<file path="src/rtl/prbs_pkg.sv">
// Shared constants for the x^14+x^5+x^3+x+1 PRBS checker: width, taps, seed, FSM encodings.
package prbs_pkg;

  localparam int PRBS_W = 14;
  localparam int TAP_A  = 8;
  localparam int TAP_B  = 10;
  localparam int TAP_C  = 12;
  localparam int TAP_D  = 13;
  localparam logic [PRBS_W-1:0] PRBS_SEED = 14'h3FFF;

  localparam logic [1:0] ST_HUNT   = 2'd0;
  localparam logic [1:0] ST_SYNC   = 2'd1;
  localparam logic [1:0] ST_LOCKED = 2'd2;

  // Next sequence bit predicted from history (hist[0] newest)
  function automatic logic prbs_pred(input logic [PRBS_W-1:0] h);
    return h[TAP_A] ^ h[TAP_B] ^ h[TAP_C] ^ h[TAP_D];
  endfunction

endpackage

</file>
<file path="src/rtl/lfsr14_history.sv">
// 14-bit received-bit history: shifts in either the line bit or the flywheel prediction.
module lfsr14_history
  import prbs_pkg::*;
(
  input  logic clk,
  input  logic reset,
  input  logic shift_en,
  input  logic use_pred,
  input  logic bit_in,
  output logic pred,
  output logic all_zero
);

  logic [PRBS_W-1:0] hist_r;
  logic              pred_s;

  assign pred_s   = prbs_pred(hist_r);
  assign pred     = pred_s;
  assign all_zero = (hist_r == {PRBS_W{1'b0}});

  // History shift register, newest bit at index 0
  always_ff @(posedge clk or posedge reset) begin
    if (reset) begin
      hist_r <= {PRBS_W{1'b0}};
    end else if (shift_en) begin
      hist_r <= {hist_r[PRBS_W-2:0], (use_pred ? pred_s : bit_in)};
    end else begin
      hist_r <= hist_r;
    end
  end

endmodule

</file>
<file path="config.mk">
export PLATFORM = sky130hd
export DESIGN_NAME = lfsr14_history
export DESIGN_NICKNAME = d
export VERILOG_FILES = /design/src/rtl/prbs_pkg.sv /design/src/rtl/lfsr14_history.sv
export SDC_FILE = /design/constraint.sdc
export NUM_CORES = 1
export LEC_CHECK = 0
export CORE_AREA = 2 2 39 41
export CTS_CLUSTER_SIZE = 20
export DETAILED_ROUTE_END_ITERATION = 12
export DIE_AREA = 0 0 41 43
export GPL_ROUTABILITY_DRIVEN = 0
export PLACE_DENSITY = 0.67
export SLEW_MARGIN = 40
export SYNTH_ARGS = -nofsm -noshare
export SYNTH_HDL_FRONTEND = slang
export SYNTH_SLANG_ARGS = --single-unit
</file>
<file path="constraint.sdc">
create_clock -name clk -period 3.87 [get_ports clk]
set_input_delay 0.774 -clock clk [delete_from_list [all_inputs] [get_ports clk]]
set_output_delay 0.774 -clock clk [all_outputs]
set_load 0.01 [all_outputs]
</file>
Word-level counts from Yosys, hierarchy flattened
Index checks and enable logic that the tools add are counted.
- mux-type cells: 1
- bitwise logic cells: 3
- reduce and logical (&&, ||, !) cells: 1
- operators by type and width (operator ; number):
    $logic_not 14->1 ; 1
    $xor 1x1->1 ; 3
    $mux 1 ; 1
- register bits after elaboration: 14
- input bits: 5
- output and inout bits: 2
- logic and storage cells: 6

Longest topological paths before layout
Gate-level depths: netlist of the first run.
- depth after elaboration: 4
- depth in mapped cells: 4
- gate-level depth less buffers: 3

Least setup slack after synthesis of the first run
OpenSTA, ideal clock, no wires.
- path type: reg-to-output
- start: register hist_r[0]
- end: output port all_zero
- arrival time: 1204 ps
- required time: 3096 ps
- slack: 1892 ps
- cell stages (with the launch flop): 3
- buffers on the path: 0
- cells stage by stage: dfrtp_1 -> or4_4 -> nor4_2
- word-level cells in the longest chain between the ends: 1
- ends and longest elaborated chain (element ; line ; RTL):
    start: declaration ; lfsr14_history.sv:14 ; logic [PRBS_W-1:0] hist_r;
    start signal: assignment ; lfsr14_history.sv:24 ; hist_r <= {PRBS_W{1'b0}};
    start signal: assignment ; lfsr14_history.sv:26 ; hist_r <= {hist_r[PRBS_W-2:0], (use_pred ? pred_s : bit_in)};
    start signal: assignment ; lfsr14_history.sv:28 ; hist_r <= hist_r;
    $logic_not 14->1 ; lfsr14_history.sv:19 ; assign all_zero = (hist_r == {PRBS_W{1'b0}});
    end: declaration ; lfsr14_history.sv:11 ; output logic all_zero
No other way between the ends.

Final worst setup path of the first run
Ends and elaborated chain as after synthesis.

==> impl_metrics.json, run 1 <==
{
  "ys.warnings.count": 0,
  "final.period_utilization_pct": 71.65,
  "antenna_found_initial": 0,
  "cap_viol_max_count": 0,
  "synth.avg_cell_area_um2": 14.27,
  "multi_input_area_um2": 231.5,
  "whs_ns": 0.5389,
  "worst_slack_ns": 1.097,
  "hold_path.class": "flip-flop to flip-flop",
  "startpoint_type": "flip-flop",
  "htreeDepth": 1,
  "startpoint": "hist_r[0]",
  "synth.yosys.seq_area_share_pct": 58.46,
  "drive_gt1_share_pct": 36.00,
  "syn_nets": 47,
  "seq_area_um2": 350.3,
  "final_nets": 56,
  "critPathTopFamily": "simple AND/OR/NAND/NOR gates",
  "top_register": "hist_r",
  "grt_use_total_pct": 13.95,
  "crit_path_end_kind": "primary output",
  "cp_max_fo": 3,
  "vias": 355,
  "cts_tree": "done",
  "fin_skew_ns": 0.001341,
  "wl_um": 963,
  "period_needed_ns": 2.773,
  "clkSlewWorstSetupHoldPaths_ns": 0.08,
  "avgViaCountPerCell": 5.379,
  "drt-pass1-iter-count": 2,
  "io_buffers": 6,
  "layout_common_cells": "dfrtp_1, mux2_2, clkdlybuf4s50_1",
  "slowest_stage": "clkdlybuf4s50_1",
  "ant_nets": 0,
  "grt_max_degree": 17,
  "cts.sinks": 14,
  "cts_resized": 0,
  "fmax_mhz": 360.6,
  "power_density_nw_per_um2": 833.7,
  "r2r-start": "hist_r[13]",
  "layoutNonFillerInstCount": 66,
  "p_leak_nw": 0.3052,
  "ios": 7,
  "worstPathRequired_ns": 3.10,
  "crit_type": "flip-flop to primary output",
  "outcome": "complete, no violations",
  "grt_overflow": 0,
  "slew_violations": 0,
  "tightest_slew_ns": 0.6607,
  "crit_chain": "or4_4 -> nor4_2 -> clkdlybuf4s50_1",
  "drc_errors": 0,
  "die_w_um": 41,
  "synth_area_um2": 599.3,
  "relSlewSlack_pct": 55.82,
  "die_h_um": 43,
  "final_common_cell": "dfrtp_1",
  "wire_per_inst_um": 14.59,
  "grt_pass1_wl_um": 1614,
  "start_util_pct": 43.31,
  "critPathBufInv": 1,
  "dp.cells": 62,
  "fill_cells": 117,
  "die-area_um2": 1763,
  "ys_types": 13,
  "grt_setup_unrepaired": "no",
  "arrival_ns": 2.00,
  "clockRootBuffer": "clkbuf_4",
  "reg.largest.list": "hist_r (14)",
  "worstHoldStart": "hist_r[11]",
  "num_rows": 14,
  "cts-hold-fix-buffers": 0,
  "post_cts_buffers": 0,
  "fin_tns_setup_ns": 0,
  "core-area_um2": 1384,
  "first_iter_violations": 4,
  "antenna_cells": 0,
  "hold_viol": 0,
  "cts_buffers": 3,
  "slowest_delay_ns": 0.57,
  "ir_drop_mv": 0.3324,
  "dp_slack_ns": 1.394,
  "synth_seq_cells": 14,
  "synthToLayoutAreaGrowth_pct": 17.75,
  "grt_pass1_vias": 386,
  "clock_path_buffers": 2,
  "largest_reg_flops": 14,
  "syn_inst": 42,
  "insertion_delay_ns": 0.27,
  "setup_viol": 0
}
==> cell type report <==
class,instances,share of cell area [%]
Clock buffer,4,5.142
Inverter,2,1.064
Multi-Input combinational cell,24,32.80
Sequential cell,14,49.65
Tap cell,16,2.837
Timing Repair Buffer,6,8.511
==> final timing paths <==
kind                                   end  slack, ns  cells past startpoint
worst min-delay path            hist_r[12]       0.54                      1
worst max-delay path              all_zero       1.10                      3
worst max register to register   hist_r[0]       2.79                      3
worst min register to register  hist_r[12]       0.54                      1
max in group asynchronous       hist_r[10]       2.71                      2
min in group asynchronous        hist_r[0]       0.83                      2
==> stage by stage <==
stage | util (%) | power [mW] | cell area [µm²]
2_1_floorplan | - | 0.4092 | 599.3
3_3_place_gp | 48.37 | 0.4748 | 669.4
3_5_place_dp | 48.37 | 0.4941 | 669.4
4_1_cts | 50.99 | 0.5974 | 705.7
5_1_grt | 50.99 | 0.6314 | 705.7
6_report | 50.99 | 0.5883 | 705.7
==> routing by layer <==
| layer | track usage [%] | wire, µm | part of all wire, % | up-vias |
|---|---|---|---|---|
| li1 | - | - | - | 168 |
| met1 | 14.83 | 375 | 39 | 181 |
| met2 | 23.44 | 551 | 57 | 6 |
| met3 | 4.712 | 36 | 3.7 | 0 |
| met4 | 6.000 | 0 | 0 | 0 |
| met5 | 0 | 0 | 0 | - |
==> logic make-up after synthesis <==
kind of cell | Yosys count | share of synthesized area, %
AO/OA/AOI/OAI | 2 | 2.506
buffers and inverters | 4 | 2.923
multiplexers | 13 | 24.43
AND/OR/NAND/NOR | 6 | 7.307
flip-flops | 14 | 58.46
XOR/XNOR | 3 | 4.385
==> power by group <==
group	leakage, nW	switching [mW]	internal (mW)
Combinational	0.111	0.0727	0.131
Clock	0.0210	0.0434	0.0571
Sequential	0.173	0.0658	0.218
==> Yosys cell counts (all sizes together) <==
| cell | count | area share, % |
|---|---|---|
| xor2 | 1 | 1.5 |
| nand2 | 2 | 1.3 |
| xnor2 | 2 | 2.9 |
| buf | 2 | 1.7 |
| dfrtp | 14 | 58 |
| or4 | 1 | 1.9 |
| o22ai | 1 | 1.0 |
| a31o | 1 | 1.5 |
| inv | 2 | 1.3 |
| nor4 | 3 | 4.2 |
| mux2 | 13 | 24 |
No activity file was read; power rests on OpenSTA's default activity.
==> run 2: changes to the inputs <==
==> constraint.sdc (replaced) <==
create_clock -name clk -period 2.8 [get_ports clk]
set_input_delay 0.56 -clock clk [delete_from_list [all_inputs] [get_ports clk]]
set_output_delay 0.56 -clock clk [all_outputs]
set_load 0.01 [all_outputs]
==> results of run 2 <==
The final DEF is identical to that of run 1. Status: complete, no violations.
Main changes from that run: setup slack after placement 1.394 ns -> 0.5376 ns; setup slack after layout 1.097 ns -> 0.2411 ns; register-to-register setup slack 2.79 ns -> 1.72 ns; total power 0.5883 mW -> 0.8131 mW; worst IR drop on VDD 0.3324 mV -> 0.4594 mV
==> run 3: changes to the inputs <==
--- a/config.mk
+++ b/config.mk
@@ -10,6 +10,7 @@
 export DETAILED_ROUTE_END_ITERATION = 12
 export DIE_AREA = 0 0 41 43
 export GPL_ROUTABILITY_DRIVEN = 0
+export HOLD_SLACK_MARGIN = 0.1
 export PLACE_DENSITY = 0.67
 export SLEW_MARGIN = 40
 export SYNTH_ARGS = -nofsm -noshare
==> constraint.sdc (replaced) <==
create_clock -name clk -period 2.7 [get_ports clk]
set_input_delay 0.54 -clock clk [delete_from_list [all_inputs] [get_ports clk]]
set_output_delay 0.54 -clock clk [all_outputs]
set_load 0.01 [all_outputs]
==> results of run 3 <==
The final DEF is identical to that of run 1. Status: complete, no violations.
Main changes from that run: setup slack after placement 1.394 ns -> 0.4576 ns; setup slack after layout 1.097 ns -> 0.1611 ns; register-to-register setup slack 2.79 ns -> 1.62 ns; total power 0.5883 mW -> 0.8432 mW; worst IR drop on VDD 0.3324 mV -> 0.4764 mV
